**src/rtl/snake_pkg.sv**
```systemverilog
// Shared types and sizing helpers for the snake-order feature-map feeder.
package snake_pkg;

  typedef enum logic [1:0] {IDLE, HEAD, SNAKE, DRAIN} state_t;

  localparam int PIX_DW = 32;

  typedef struct packed {
    logic [PIX_DW-1:0] data;
    logic              last;
    logic              is_pad;
  } pixel_t;

  // Counters must reach ROWS+1 / COLS+1 when the zero border is enabled.
  function automatic int row_w(input int rows);
    return (rows + 2 > 2) ? $clog2(rows + 2) : 1;
  endfunction

  function automatic int col_w(input int cols);
    return (cols + 2 > 2) ? $clog2(cols + 2) : 1;
  endfunction

endpackage

```
**src/rtl/snake_skid_buf.sv**
```systemverilog
// Two-entry valid/ready buffer behind the SRAM read; an empty buffer passes the in-flight beat straight through.
// room is high while at most one beat is held or in flight, so a new read issued now always has a slot.
module snake_skid_buf
  import snake_pkg::*;
#(
  parameter type pix_t = pixel_t
) (
  input  logic clk,
  input  logic rst,
  input  logic in_vld,
  input  pix_t in_dat,
  output logic room,
  output logic out_vld,
  output pix_t out_dat,
  input  logic out_rdy
);

  logic [1:0] cnt;
  pix_t       ent0;
  pix_t       ent1;
  logic       push;
  logic       pop;

  assign pop     = (cnt != 2'd0) && out_rdy;
  assign push    = in_vld && !((cnt == 2'd0) && out_rdy);
  assign room    = (cnt == 2'd0) || ((cnt == 2'd1) && !in_vld);
  assign out_vld = (cnt != 2'd0) || in_vld;

  always_comb begin
    out_dat = '0;
    if (cnt != 2'd0) out_dat = ent0;
    else if (in_vld) out_dat = in_dat;
  end

  always_ff @(posedge clk or posedge rst) begin
    if (rst) begin
      cnt  <= 2'd0;
      ent0 <= '0;
      ent1 <= '0;
    end else begin
      unique case ({push, pop})
        2'b10: begin
          if (cnt == 2'd0) ent0 <= in_dat;
          else             ent1 <= in_dat;
          cnt <= cnt + 2'd1;
        end
        2'b01: begin
          ent0 <= ent1;
          cnt  <= cnt - 2'd1;
        end
        2'b11: begin
          if (cnt == 2'd1) begin
            ent0 <= in_dat;
          end else begin
            ent0 <= ent1;
            ent1 <= in_dat;
          end
        end
        default: ;
      endcase
    end
  end

endmodule

```
**src/rtl/snake_scan_feeder.sv**
```systemverilog
// Streams a CH_IN-channel feature map from SRAM to the PE array in snake order, optional 1-pixel zero border.
// Start to first out_valid is 2 cycles, 1 pixel/clk; issue pauses whenever the skid buffer could overflow.
module snake_scan_feeder
  import snake_pkg::*;
#(
  parameter int ROWS    = 128,
  parameter int COLS    = 128,
  parameter int CH_IN   = 4,
  parameter int PEA_NUM = 32,
  parameter int ADDR_W  = 14
) (
  input  logic                 clk,
  input  logic                 rst,
  input  logic                 start,
  input  logic                 pad_en,
  output logic                 mem_rd_en,
  output logic [ADDR_W-1:0]    mem_addr,
  input  logic [CH_IN*8-1:0]   mem_rd_data,
  output logic [PEA_NUM*8-1:0] out_data,
  output logic                 out_valid,
  input  logic                 out_ready,
  output logic                 out_last,
  output logic                 busy,
  output logic                 done
);

  localparam int ROW_W = row_w(ROWS);
  localparam int COL_W = col_w(COLS);
  localparam int DW    = CH_IN * 8;

  typedef struct packed {
    logic [DW-1:0] data;
    logic          last;
    logic          is_pad;
  } pix_t;

  state_t            state, state_n;
  logic [ROW_W-1:0]  r, r_n, vr_m1;
  logic [COL_W-1:0]  c, c_n, vc_m1;
  logic [ADDR_W-1:0] base, base_n;
  logic              pad, pad_n;
  logic              done_q, done_n;
  logic              room, issue, issue_pad, issue_last, at_row_end;
  logic              infl_vld, infl_pad, infl_last;
  pix_t              infl_dat, head_dat;
  logic              head_vld;

  assign vr_m1      = pad ? ROW_W'(ROWS + 1) : ROW_W'(ROWS - 1);
  assign vc_m1      = pad ? COL_W'(COLS + 1) : COL_W'(COLS - 1);
  assign issue_pad  = pad && (r == '0 || r == vr_m1 || c == '0 || c == vc_m1);
  // r[0] is the walk direction: odd rows run left-to-right, even rows right-to-left.
  assign at_row_end = r[0] ? (c == vc_m1) : (c == '0);

  always_comb begin
    state_n    = state;
    r_n        = r;
    c_n        = c;
    base_n     = base;
    pad_n      = pad;
    done_n     = 1'b0;
    issue      = 1'b0;
    issue_last = 1'b0;
    unique case (state)
      IDLE: begin
        if (start && !done_q) begin
          state_n = HEAD;
          pad_n   = pad_en;
          r_n     = '0;
          c_n     = '0;
          // base tracks (r-pad)*COLS; the border row's negative base is never used for a read.
          base_n  = pad_en ? (ADDR_W'(0) - ADDR_W'(COLS)) : '0;
        end
      end
      HEAD: begin
        if (room) begin
          issue = 1'b1;
          if (!r[0]) begin
            r_n    = ROW_W'(1);
            base_n = base + ADDR_W'(COLS);
          end else if (c == vc_m1) begin
            if (r == vr_m1) begin
              issue_last = 1'b1;
              state_n    = DRAIN;
            end else begin
              state_n = SNAKE;
              r_n     = r + ROW_W'(1);
              base_n  = base + ADDR_W'(COLS);
            end
          end else begin
            r_n    = '0;
            c_n    = c + COL_W'(1);
            base_n = base - ADDR_W'(COLS);
          end
        end
      end
      SNAKE: begin
        if (room) begin
          issue = 1'b1;
          if (at_row_end) begin
            if (r == vr_m1) begin
              issue_last = 1'b1;
              state_n    = DRAIN;
            end else begin
              r_n    = r + ROW_W'(1);
              base_n = base + ADDR_W'(COLS);
            end
          end else if (r[0]) begin
            c_n = c + COL_W'(1);
          end else begin
            c_n = c - COL_W'(1);
          end
        end
      end
      DRAIN: begin
        if (out_valid && out_ready && out_last) begin
          state_n = IDLE;
          done_n  = 1'b1;
        end
      end
      default: state_n = IDLE;
    endcase
  end

  always_ff @(posedge clk or posedge rst) begin
    if (rst) begin
      state     <= IDLE;
      r         <= '0;
      c         <= '0;
      base      <= '0;
      pad       <= 1'b0;
      done_q    <= 1'b0;
      infl_vld  <= 1'b0;
      infl_pad  <= 1'b0;
      infl_last <= 1'b0;
    end else begin
      state     <= state_n;
      r         <= r_n;
      c         <= c_n;
      base      <= base_n;
      pad       <= pad_n;
      done_q    <= done_n;
      infl_vld  <= issue;
      infl_pad  <= issue_pad;
      infl_last <= issue_last;
    end
  end

  assign mem_rd_en = issue && !issue_pad;
  assign mem_addr  = mem_rd_en ? (base + ADDR_W'(c) - ADDR_W'(pad)) : '0;

  always_comb begin
    infl_dat        = '0;
    infl_dat.data   = infl_pad ? '0 : mem_rd_data;
    infl_dat.last   = infl_last;
    infl_dat.is_pad = infl_pad;
  end

  snake_skid_buf #(
    .pix_t(pix_t)
  ) u_skid (
    .clk    (clk),
    .rst    (rst),
    .in_vld (infl_vld),
    .in_dat (infl_dat),
    .room   (room),
    .out_vld(head_vld),
    .out_dat(head_dat),
    .out_rdy(out_ready)
  );

  always_comb begin
    out_data         = '0;
    out_data[DW-1:0] = head_dat.data & {DW{~head_dat.is_pad}};
  end

  assign out_valid = head_vld;
  assign out_last  = head_dat.last;
  assign busy      = (state != IDLE);
  assign done      = done_q;

endmodule

```
**config.mk**
```make
export PLATFORM = sky130hd
export DESIGN_NAME = snake_scan_feeder
export DESIGN_NICKNAME = d
export VERILOG_FILES = /design/src/rtl/snake_pkg.sv /design/src/rtl/snake_skid_buf.sv /design/src/rtl/snake_scan_feeder.sv
export SDC_FILE = /design/constraint.sdc
export NUM_CORES = 1
export LEC_CHECK = 0
export BUFFER_PORTS_ARGS = -buffer_cell sky130_fd_sc_hd__clkbuf_2
export CELL_PAD_IN_SITES_DETAIL_PLACEMENT = 2
export CELL_PAD_IN_SITES_GLOBAL_PLACEMENT = 2
export CORE_MARGIN = 2
export CORE_UTILIZATION = 26
export DETAILED_ROUTE_END_ITERATION = 16
export GPL_TIMING_DRIVEN = 0
export PLACE_DENSITY = 0.79
export SLEW_MARGIN = 15
export SYNTH_ARGS = -nofsm -noshare
export SYNTH_HDL_FRONTEND = slang
export SYNTH_SLANG_ARGS = --single-unit
```
**constraint.sdc**
```tcl
create_clock -name clk -period 3.3 [get_ports clk]
set_input_delay 0.66 -clock clk [delete_from_list [all_inputs] [get_ports clk]]
set_output_delay 0.66 -clock clk [all_outputs]
set_load 0.005 [all_outputs]
```
==> impl_metrics.sql, run 1 <==
INSERT INTO impl_metrics (metric_group, metric, value, unit) VALUES
('setup_path', 'critical_path.endpoint_type', 'output port', ''),
('clocking', 'cts.sink_count', '100', ''),
('floorplanning', 'die_extent_in_x', '188', 'µm'),
('timing', 'period_share', '1.03', ''),
('timing', 'postLayoutSetupSlackWorst', '-0.0833', 'ns'),
('min_path', 'hold_path.class', 'in2async', ''),
('floorplanning', 'num_rows', '67', ''),
('setup_path', 'reg2regPathDepth', '9', ''),
('setup_path', 'rr_startpoint', 'state[0]', ''),
('timing', 'slew_violations', '0', ''),
('setup_path', 'regToRegSetupSlack', '0.39', 'ns'),
('power', 'total_leakage_power', '5.77', 'nW'),
('synthesis', 'synth.yosys.warnings', '0', ''),
('floorplanning', 'design.core.area', '33400', 'µm²'),
('synthesis', 'post_synth_inst_count', '1069', ''),
('route', 'drc', '0', ''),
('floorplanning', 'die_area', '35300', 'µm²'),
('synthesis', 'synth.lib_cells_used.distinct', '74', ''),
('grt', 'grt.overflow.total', '0', ''),
('setup_path', 'startpoint_type', 'register', ''),
('timing', 'max_freq', '0.296', 'GHz'),
('setup_path', 'setup.worst_path.class', 'reg2out', ''),
('clocking', 'clock_insertion_delay_worst_skew', '0.36', 'ns'),
('timing', 'timing_hold_violations_final', '0', ''),
('clocking', 'tritoncts', 'done', ''),
('synthesis', 'synth.ff_latch_count', '100', ''),
('timing', 'setup_viols_final', '3', ''),
('final_layout', 'antennaDiodeCount', '0', ''),
('route', 'avgViaCountPerCell', '4.43', ''),
('clocking', 'clock_buffer_depth', '2', ''),
('route', 'routed_wire_length_per_instance', '16.3', 'µm'),
('grt', 'grt_antenna_before_repair', '0', ''),
('clocking', 'cts_root_buffer', 'clkbuf_16', ''),
('route', 'routed-via-count', '8251', ''),
('setup_path', 'endpoint', 'mem_addr[12]', ''),
('clocking', 'clkSlewWorstSetupHoldPaths', '0.08', 'ns'),
('setup_path', 'startpoint', 'c[4]', ''),
('grt', 'grt_max_degree', '53', ''),
('timing', 'max-slew-margin-rel', '0.507', ''),
('power', 'power.ir.vdd_worst', '362', 'µV'),
('final_layout', 'layout_common_cells', '250 x buf_4, 224 x conb_1, 106 x nand2_1, 89 x dfrtp_1, 86 x clkbuf_2', ''),
('timing', 'timing_worst_slew_pin_value', '0.732', 'ns'),
('timing', 'grt_setup_unrepaired', 'yes', ''),
('setup_path', 'crit-reg2reg-capture', 'r[4]', ''),
('synthesis', 'synth.yosys.seq_area_share', '0.284', ''),
('grt', 'globalRouteTotalUtil', '0.166', ''),
('route', 'initial_drc_count', '426', ''),
('timing', 'clock_skew', '0.0122', 'ns'),
('grt', 'grt_pass1_vias', '8730', ''),
('final_layout', 'area.growth.synth_to_final', '29.7', '%'),
('route', 'number_of_routed_nets_with_antenna_violations', '0', ''),
('floorplanning', 'io_pins', '312', ''),
('run', 'max_cap_violations', '0', ''),
('placed_design', 'dpl_worst_slack', '-0.388', 'ns'),
('clocking', 'holdBufCountCts', '0', ''),
('setup_path', 'crit_required', '2.64', 'ns'),
('floorplanning', 'die_y', '188', 'µm'),
('placed_design', 'number_of_buffers_added_on_ports', '86', ''),
('clocking', 'cts_htree_levels', '3', ''),
('route', 'first_pass_iters', '5', ''),
('grt', 'first_pass_grt_wire_length', '47.6', 'mm'),
('power', 'pwr_density_cell', '829', 'nW/µm²'),
('synthesis', 'syn_area', '8800', 'µm²'),
('synthesis', 'syn_avg_cell_area', '8.23', 'µm²'),
('timing', 'final_setup_tns', '-0.158', 'ns'),
('setup_path', 'critPathArrivalTime', '2.72', 'ns'),
('placed_design', 'post-dp-hpwl', '22.7', 'mm'),
('synthesis', 'synth_enable_flop_cells', '0', ''),
('final_layout', 'final_net_count', '1501', ''),
('setup_path', 'critPathMaxFanout', '5', ''),
('final_layout', 'post_route_cells_drive_above_1_share', '0.304', ''),
('run_status', 'run_status', 'finished, violations left', ''),
('clocking', 'number_of_clock_buffers_inserted_by_tritoncts', '9', ''),
('route', 'routed_wl', '30.4', 'mm'),
('synthesis', 'ys_async_sr_fraction', '1.00', ''),
('run_status', 'violations', 'setup timing', ''),
('placed_design', 'gp_congestion', '0.827', ''),
('final_layout', 'most_frequent_standard_cell_in_the_layout_excluding_fill_and_tap_cells', 'buf_4', ''),
('synthesis', 'ys_dominant_reg_cell', 'dfrtp_1', ''),
('floorplanning', 'start_util', '0.263', ''),
('timing', 'final_period_minus_worst_setup_slack', '3.38', 'ns');
[worst min path at each step]
stage,endpoint,start,slack (ns),cells past startpoint
final,u_skid.ent0[26],rst,0.33,2
after global routing,u_skid.ent0[26],rst,0.37,2
after CTS,u_skid.ent1[26],rst,0.36,2
after detailed placement,u_skid.ent1[12],u_skid.ent1[12],0.47,2
after global placement,u_skid.ent1[16],u_skid.ent1[16],0.46,2
after floorplan,u_skid.ent1[10],u_skid.ent1[10],0.45,2
[power by group]
part	switching (mW)	internal (mW)
registers	0.402	1.74
clock network	0.567	0.532
logic	3.66	2.56
total	4.63	4.84
[metrics by stage]
stage               area (µm²)  total power [mW]  utilization  hold WS [ns]  std cells
floorplan                 9640              5.93            -         0.450       1292
global placement         10600              7.49        0.318         0.461       1826
detailed placement       10700              7.76        0.319         0.471       1827
CTS                      11300              9.24        0.337         0.358       1858
global route             11400              10.3        0.341         0.366       1864
finish                   11400              9.47        0.341         0.326       1864
[timing repair]
action	in CTS	in global routing
setup endpoints to repair	36	32
gates cloned	0	0
pin swaps	12	15
buffers inserted	18	6
resized for setup	52	31
[worst max-delay path: stages (launching register included)]
cell       delay (ns)
dfrtp_2          0.43
inv_2            0.15
ha_4             0.25
or3_1            0.39
o221a_4          0.28
a2111oi_4        0.37
o22ai_2          0.13
xnor2_1          0.16
nor2_1           0.09
clkbuf_2         0.12
[metal layers]
metal | global-route usage | share of wire | up-vias
li1 | - | - | 3901
met1 | 0.203 | 0.42 | 4089
met3 | 0.0251 | 0.045 | 30
met5 | 0 | 0 | -
met2 | 0.307 | 0.52 | 231
met4 | 0.0342 | 0.012 | 0
[Yosys cell counts, types with 18 or more instances]
cell | instances | area, µm²
nand3_1 | 19 | 95.1
buf_4 | 224 | 1680
inv_1 | 46 | 173
o21ai_0 | 53 | 265
nor2_1 | 81 | 304
nand2_1 | 107 | 402
a22o_1 | 37 | 324
ha_1 | 52 | 651
clkbuf_1 | 41 | 154
a21oi_1 | 23 | 115
a31oi_1 | 40 | 250
nand2b_1 | 69 | 432
dfrtp_1 | 100 | 2500
xnor2_1 | 18 | 158
[cell type report]
class,instances,area [µm²]
fill,3964,22000
multi-input combinational,874,5340
sequential,100,2520
buffer,269,1880
timing repair buffer,111,638
tap,448,561
clock buffer,10,229
inverter,46,189
clock inverter,6,57.6
[cell families (layout without fill, tap and decap cells)]
family	after synthesis	in the layout	share of synthesized area
AND/OR/NAND/NOR	326	326	0.179
multiplexers	13	13	0.0158
flip-flops	100	100	0.284
XOR/XNOR	20	20	0.0199
buffers and inverters	318	442	0.232
other	1	224	0.000426
AO/OA/AOI/OAI	238	238	0.192
adder cells (fa/ha/maj)	53	53	0.0762
[flip-flops by register name, indices dropped and copies added, names as in the netlist]
register / flops
u_skid.ent0: 34
done: 1
infl_last: 1
infl_pad: 1
u_skid.cnt: 2
pad: 1
c: 8
infl_vld: 1
u_skid.ent1: 34
state: 2
base: 7
r: 8
(Power assumes the default switching activity.)
==> run 2, diff against run 1 <==
--- a/config.mk
+++ b/config.mk
@@ -8,7 +8,7 @@
 export BUFFER_PORTS_ARGS = -buffer_cell sky130_fd_sc_hd__clkbuf_2
 export CELL_PAD_IN_SITES_DETAIL_PLACEMENT = 2
 export CELL_PAD_IN_SITES_GLOBAL_PLACEMENT = 2
-export CORE_MARGIN = 2
+export CORE_MARGIN = 5
 export CORE_UTILIZATION = 26
 export DETAILED_ROUTE_END_ITERATION = 16
 export GPL_TIMING_DRIVEN = 0
==> run 2 against run 1 <==
Compared with the run above:
- the flow still finishes with violations (setup timing)
- clock skew is 0.0040 ns higher
- final cell count is 0.27% lower
- first-iteration DRC count is 42% lower
- clock power hardly changed
- design area is 0.57% lower
- global-route usage is 0.83 points lower
- worst setup slack better by 0.053 ns
- die area is 6.5% higher
- critical path depth is 1 higher
==> impl_metrics.sql, run 2 (synthesized netlist as in run 1, its figures left out) <==
INSERT INTO impl_metrics (metric_group, metric, value, unit) VALUES
('timing', 'clock_skew', '0.0162', 'ns'),
('setup_path', 'critical_path.endpoint_type', 'output port', ''),
('setup_path', 'crit-reg2reg-capture', 'r[4]', ''),
('setup_path', 'reg2regPathDepth', '9', ''),
('floorplanning', 'start_util', '0.263', ''),
('placed_design', 'gp_congestion', '0.813', ''),
('timing', 'timing_worst_slew_pin_value', '0.740', 'ns'),
('grt', 'grt_pass1_vias', '8949', ''),
('timing', 'max_freq', '0.300', 'GHz'),
('route', 'first_pass_iters', '4', ''),
('setup_path', 'startpoint_type', 'register', ''),
('run', 'max_cap_violations', '0', ''),
('floorplanning', 'die_area', '37600', 'µm²'),
('clocking', 'cts_htree_levels', '3', ''),
('run_status', 'violations', 'setup timing', ''),
('grt', 'grt.overflow.total', '0', ''),
('run_status', 'run_status', 'finished, violations left', ''),
('floorplanning', 'io_pins', '312', ''),
('timing', 'grt_setup_unrepaired', 'yes', ''),
('final_layout', 'antennaDiodeCount', '0', ''),
('floorplanning', 'design.core.area', '33400', 'µm²'),
('final_layout', 'top_regs', 'u_skid.ent0 x34, u_skid.ent1 x34', ''),
('timing', 'final_period_minus_worst_setup_slack', '3.33', 'ns'),
('final_layout', 'final_net_count', '1497', ''),
('route', 'routed_wl', '30.7', 'mm'),
('setup_path', 'regToRegSetupSlack', '0.37', 'ns'),
('setup_path', 'rr_startpoint', 'state[0]', ''),
('final_layout', 'seqCellArea', '2510', 'µm²'),
('route', 'drc', '0', ''),
('grt', 'grt_max_degree', '62', ''),
('clocking', 'clock_buffer_depth', '2', ''),
('setup_path', 'critPathArrivalTime', '2.67', 'ns'),
('setup_path', 'critPathMaxFanout', '6', ''),
('power', 'p_int', '4.77', 'mW'),
('floorplanning', 'die_extent_in_x', '194', 'µm'),
('timing', 'setup_viols_final', '1', ''),
('power', 'pwr_density_cell', '819', 'nW/µm²'),
('clocking', 'number_of_clock_buffers_inserted_by_tritoncts', '9', ''),
('power', 'power_switching', '4.53', 'mW'),
('power', 'power.ir.vdd_worst', '393', 'µV'),
('timing', 'period_share', '1.01', ''),
('final_layout', 'multi_input_comb_area', '5320', 'µm²'),
('grt', 'grt_antenna_before_repair', '0', ''),
('clocking', 'clkSlewWorstSetupHoldPaths', '0.08', 'ns'),
('timing', 'postLayoutSetupSlackWorst', '-0.0302', 'ns'),
('power', 'total_leakage_power', '5.75', 'nW'),
('timing', 'timing_hold_violations_final', '0', ''),
('floorplanning', 'num_rows', '67', ''),
('power', 'power_switching_share', '0.487', ''),
('power', 'design_power_total', '9.30', 'mW'),
('final_layout', 'area.growth.synth_to_final', '29.0', '%'),
('power', 'comb_power_share', '0.652', ''),
('placed_design', 'number_of_buffers_added_on_ports', '86', ''),
('timing', 'slew_violations', '0', ''),
('final_layout', 'most_frequent_standard_cell_in_the_layout_excluding_fill_and_tap_cells', 'buf_4', ''),
('route', 'number_of_routed_nets_with_antenna_violations', '0', ''),
('final_layout', 'post_route_cells_drive_above_1_share', '0.299', ''),
('setup_path', 'max_stage_delay', '0.50', 'ns'),
('route', 'routed_wire_length_per_instance', '16.5', 'µm'),
('clocking', 'tritoncts', 'done', ''),
('power', 'clock_power_share', '0.116', ''),
('placed_design', 'post-dp-hpwl', '24.0', 'mm'),
('setup_path', 'crit_required', '2.64', 'ns'),
('setup_path', 'setup.worst_path.class', 'reg2out', ''),
('setup_path', 'timing.critical_path.slowest_stage_cell', 'dfrtp_2', ''),
('clocking', 'cts.sink_count', '100', ''),
('grt', 'first_pass_grt_wire_length', '49.5', 'mm'),
('floorplanning', 'die_y', '194', 'µm'),
('power', 'pwr-share-seq', '0.232', ''),
('final_layout', 'layout_common_cells', '244 x buf_4, 224 x conb_1, 106 x nand2_1, 90 x dfrtp_1, 85 x clkbuf_2', ''),
('route', 'routed-via-count', '8231', ''),
('clocking', 'cts_root_buffer', 'clkbuf_16', ''),
('final_layout', 'final_core_utilization', '0.339', ''),
('min_path', 'hold_path.class', 'in2async', ''),
('route', 'initial_drc_count', '248', ''),
('grt', 'globalRouteTotalUtil', '0.158', ''),
('route', 'avgViaCountPerCell', '4.43', ''),
('clocking', 'clock_insertion_delay_worst_skew', '0.37', 'ns'),
('timing', 'max-slew-margin-rel', '0.502', ''),
('setup_path', 'timing.critical_path.cells', 'ha_4 -> inv_2 -> fa_2 -> o21ba_4 -> o221a_4 -> a2111oi_4 -> o22ai_2 -> xnor2_1 -> nor2_1 -> buf_2', ''),
('final_layout', 'fillerInstances', '3897', '');
==> run 2: changes by cell type in the layout (fill, tap and decap cells not counted), sizes merged <==
| cell | delta |
|---|---|
| buf | -4 |
| clkbuf | -1 |
| clkinv | -2 |
| clkinvlp | -1 |
| inv | +3 |
==> run 2: how the worst max path moves through the flow <==
stage | slack (ns) | endpoint | startpoint | depth (start not counted)
2_1_floorplan | 0.02 | base[10] | rst | 1
3_3_place_gp | -1.64 | u_skid.ent1[9] | rst | 2
3_5_place_dp | -0.45 | mem_addr[12] | r[4] | 8
4_1_cts | -0.12 | mem_addr[11] | pad | 9
5_1_grt | -0.19 | mem_addr[12] | pad | 10
6_report | -0.03 | mem_addr[12] | pad | 10
==> run 2: stage by stage <==
stage	setup WS (ns)	hold WS (ns)	std cells	area, µm²	setup TNS (ns)
floorplan	0.0212	0.450	1292	9640	0
global placement	-1.64	0.463	1826	10600	-169.69
detailed placement	-0.448	0.473	1827	10700	-7.15
CTS	-0.118	0.304	1854	11200	-0.430
global route	-0.193	0.341	1859	11400	-0.474
finish	-0.0302	0.301	1859	11400	-0.0302
==> run 2: repair_timing <==
action,4_1_cts,5_1_grt
resized for setup,53,26
endpoints found under the setup margin,34,29
setup buffers,14,5
pin swaps,12,15
hold buffers,0,0
==> run 2: power by group through the flow <==
| stage | registers, mW | clock network (mW) | logic (mW) |
|---|---|---|---|
| 5_1_grt | 2.22 | 1.15 | 6.77 |
| 3_3_place_gp | 2.14 | 0 | 5.39 |
| 2_1_floorplan | 2.03 | 0 | 3.90 |
| 6_report | 2.15 | 1.08 | 6.06 |
| 3_5_place_dp | 2.18 | 0 | 5.61 |
| 4_1_cts | 2.15 | 1.10 | 5.98 |
==> run 2: layout make-up <==
class                           count  area share
Inverter                           46      0.0163
Clock inverter                      6     0.00463
Tap cell                          448      0.0494
Sequential cell                   100       0.222
Clock buffer                        9      0.0198
Multi-Input combinational cell    874       0.469
Buffer                            270       0.167
Timing Repair Buffer              106      0.0529
==> run 2: metal layers <==
layer	vias up	track usage	routed length [µm]	part of all wire
li1	3894	-	-	-
met1	4124	0.198	13400	0.44
met2	196	0.289	15800	0.51
met3	17	0.0248	1290	0.042
met4	0	0.0258	199	0.0065
met5	-	0	0	0
==> run 2: critical path, delay by kind of cell, from the launching register on <==
| kind | cells | cell delay [ns] |
|---|---|---|
| flops | 1 | 0.50 |
| simple gates | 1 | 0.10 |
| xor+xnor | 1 | 0.14 |
| fa+ha+maj | 2 | 0.52 |
| buf+inv | 2 | 0.16 |
| compound gates | 4 | 0.90 |
==> run 3, diff against run 2 <==
--- a/config.mk
+++ b/config.mk
@@ -10,8 +10,8 @@
 export CELL_PAD_IN_SITES_GLOBAL_PLACEMENT = 2
 export CORE_MARGIN = 5
 export CORE_UTILIZATION = 26
+export CTS_BUF_LIST = sky130_fd_sc_hd__clkbuf_16
 export DETAILED_ROUTE_END_ITERATION = 16
-export GPL_TIMING_DRIVEN = 0
 export PLACE_DENSITY = 0.79
 export SLEW_MARGIN = 15
 export SYNTH_ARGS = -nofsm -noshare
==> run 3 against run 2 <==
Compared with the run above:
- the flow still finishes with violations (setup timing)
- first-iteration DRC count up 8.9%
- die area did not move
- worst setup slack worse by 0.032 ns
- highest routed layer unchanged
==> impl_metrics.sql, run 3 (synthesized netlist as in run 1, its figures left out) <==
INSERT INTO impl_metrics (metric_group, metric, value, unit) VALUES
('clocking', 'tritoncts', 'done', ''),
('clocking', 'cts.sink_count', '100', ''),
('floorplanning', 'design.core.area', '33400', 'µm²'),
('timing', 'max-slew-margin-rel', '0.464', ''),
('timing', 'clock_skew', '0.0141', 'ns'),
('placed_design', 'gp_congestion', '0.822', ''),
('timing', 'timing_hold_violations_final', '0', ''),
('final_layout', 'fillerInstances', '3922', ''),
('clocking', 'number_of_clock_buffers_inserted_by_tritoncts', '9', ''),
('clocking', 'cts_root_buffer', 'clkbuf_16', ''),
('timing', 'period_share', '1.02', ''),
('grt', 'grt_pass1_vias', '8248', ''),
('timing', 'fin_worst_hold_slack', '0.340', 'ns'),
('clocking', 'clock_buffer_depth', '2', ''),
('floorplanning', 'num_rows', '67', ''),
('setup_path', 'critPathMaxFanout', '4', ''),
('setup_path', 'startpoint_type', 'register', ''),
('setup_path', 'setup.worst_path.class', 'reg2out', ''),
('timing', 'final_setup_tns', '-0.105', 'ns'),
('power', 'pwr_density_cell', '959', 'nW/µm²'),
('final_layout', 'layout_common_cells', '224 x conb_1, 107 x nand2_1, 98 x dfrtp_1, 84 x clkbuf_2, 78 x nor2_1', ''),
('route', 'drc', '0', ''),
('timing', 'timing_worst_slew_pin_value', '0.801', 'ns'),
('grt', 'grt_max_degree', '61', ''),
('route', 'routed-via-count', '7322', ''),
('grt', 'met3_global_route_usage', '0.0259', ''),
('run_status', 'violations', 'setup timing', ''),
('grt', 'globalRouteTotalUtil', '0.145', ''),
('placed_design', 'number_of_buffers_added_on_ports', '87', ''),
('power', 'design_power_total', '9.26', 'mW'),
('grt', 'first_pass_grt_wire_length', '45.4', 'mm'),
('final_layout', 'most_frequent_standard_cell_in_the_layout_excluding_fill_and_tap_cells', 'conb_1', ''),
('timing', 'grt_setup_unrepaired', 'yes', ''),
('route', 'routed_wire_length_per_instance', '17.6', 'µm'),
('run', 'max_cap_violations', '0', ''),
('min_path', 'hold_path.class', 'in2async', ''),
('route', 'initial_drc_count', '270', ''),
('timing', 'final_period_minus_worst_setup_slack', '3.36', 'ns'),
('floorplanning', 'die_area', '37600', 'µm²'),
('grt', 'groute.layer.met1.usage', '0.178', ''),
('floorplanning', 'io_pins', '312', ''),
('final_layout', 'area.growth.synth_to_final', '9.71', '%'),
('grt', 'grt.overflow.total', '0', ''),
('route', 'number_of_routed_nets_with_antenna_violations', '0', ''),
('setup_path', 'critPathArrivalTime', '2.70', 'ns'),
('final_layout', 'final_core_utilization', '0.289', ''),
('timing', 'setup_viols_final', '2', ''),
('grt', 'grt_util_met2', '0.264', ''),
('placed_design', 'placed_area', '9130', 'µm²'),
('power', 'power.ir.vdd_worst', '418', 'µV'),
('placed_design', 'dpl_worst_slack', '-0.0364', 'ns'),
('route', 'avgViaCountPerCell', '4.51', ''),
('timing', 'max_freq', '0.297', 'GHz'),
('timing', 'slew_violations', '0', ''),
('clocking', 'cts_htree_levels', '3', ''),
('clocking', 'clkSlewWorstSetupHoldPaths', '0.08', 'ns'),
('timing', 'postLayoutSetupSlackWorst', '-0.0625', 'ns'),
('route', 'first_pass_iters', '4', ''),
('final_layout', 'finish.instance_area', '9650', 'µm²'),
('run_status', 'run_status', 'finished, violations left', ''),
('final_layout', 'post_route_cells_drive_above_1_share', '0.176', ''),
('final_layout', 'layout.cells.non_filler', '1622', ''),
('floorplanning', 'die_y', '194', 'µm'),
('clocking', 'clock_insertion_delay_worst_skew', '0.37', 'ns'),
('power', 'total_leakage_power', '4.59', 'nW'),
('floorplanning', 'die_extent_in_x', '194', 'µm'),
('route', 'routed_wl', '28.6', 'mm'),
('clocking', 'holdBufCountCts', '0', ''),
('setup_path', 'critical_path.endpoint_type', 'output port', ''),
('grt', 'global_route.peak_usage_layer', 'met2', ''),
('placed_design', 'dp.cells', '1595', ''),
('floorplanning', 'start_util', '0.263', ''),
('final_layout', 'final_net_count', '1258', ''),
('final_layout', 'top_regs', 'u_skid.ent0 x34, u_skid.ent1 x34', ''),
('setup_path', 'crit_required', '2.64', 'ns'),
('placed_design', 'post-dp-hpwl', '21.3', 'mm'),
('grt', 'grt_antenna_before_repair', '0', '');
-- run 3: cell types whose count changed in the layout (fill, tap and decap cells not counted), sizes merged --
cell | previous run | this run
diode | 0 | 1
clkbuf | 131 | 93
clkinvlp | 0 | 1
clkinv | 1 | 3
buf | 254 | 53
inv | 51 | 49
-- run 3: layer usage --
| metal | vias up | share of wire |
|---|---|---|
| met5 | - | 0 |
| met4 | 0 | 0.010 |
| met3 | 19 | 0.042 |
| met2 | 192 | 0.51 |
| met1 | 3696 | 0.44 |
| li1 | 3415 | - |
-- run 3: worst paths after layout --
kind,startpoint,to,slack [ns],cells after the start
max in group asynchronous,rst,c[1],2.21,3
setup reg to reg,state[1],r[7],0.35,8
hold reg to reg,u_skid.ent1[28],u_skid.ent1[28],0.49,2
setup / recovery,pad,mem_addr[12],-0.06,11
min in group clk,u_skid.ent1[28],u_skid.ent1[28],0.49,2
hold / removal,rst,u_skid.ent0[25],0.34,2
-- run 3: worst max-delay path, cell delays in order, from the launching register on --
cell and delay [ns]:
dfrtp_2 0.42, ha_4 0.16, inv_2 0.04, fa_2 0.35, o21ba_4 0.25, o221a_4 0.26
a2111oi_4 0.29, buf_4 0.18, o22ai_2 0.06, xnor2_1 0.13, nor2_1 0.08, buf_2 0.12
-- run 3: timing repair --
| item | 4_1_cts | 5_1_grt |
|---|---|---|
| setup endpoints to repair | 5 | 13 |
| pin swaps | 2 | 9 |
| buffers inserted | 4 | 6 |
| gates resized for setup | 22 | 18 |
-- run 3: cell type report --
| type | count | area [µm²] | share of cell area |
|---|---|---|---|
| multi-input combinational | 874 | 5260 | 0.545 |
| sequential | 100 | 2500 | 0.259 |
| timing repair buffer | 137 | 861 | 0.0892 |
| tap | 448 | 561 | 0.0581 |
| clock buffer | 9 | 225 | 0.0233 |
| inverter | 46 | 178 | 0.0184 |
| clock inverter | 7 | 60.1 | 0.00622 |
| antenna | 1 | 2.50 | 0.000259 |
-- run 3: where the power goes --
group	leakage, nW	internal [mW]	switching (mW)
Clock	0.141	0.526	0.556
Sequential	1.25	1.74	0.351
Combinational	3.20	2.44	3.65
Total	4.59	4.70	4.56
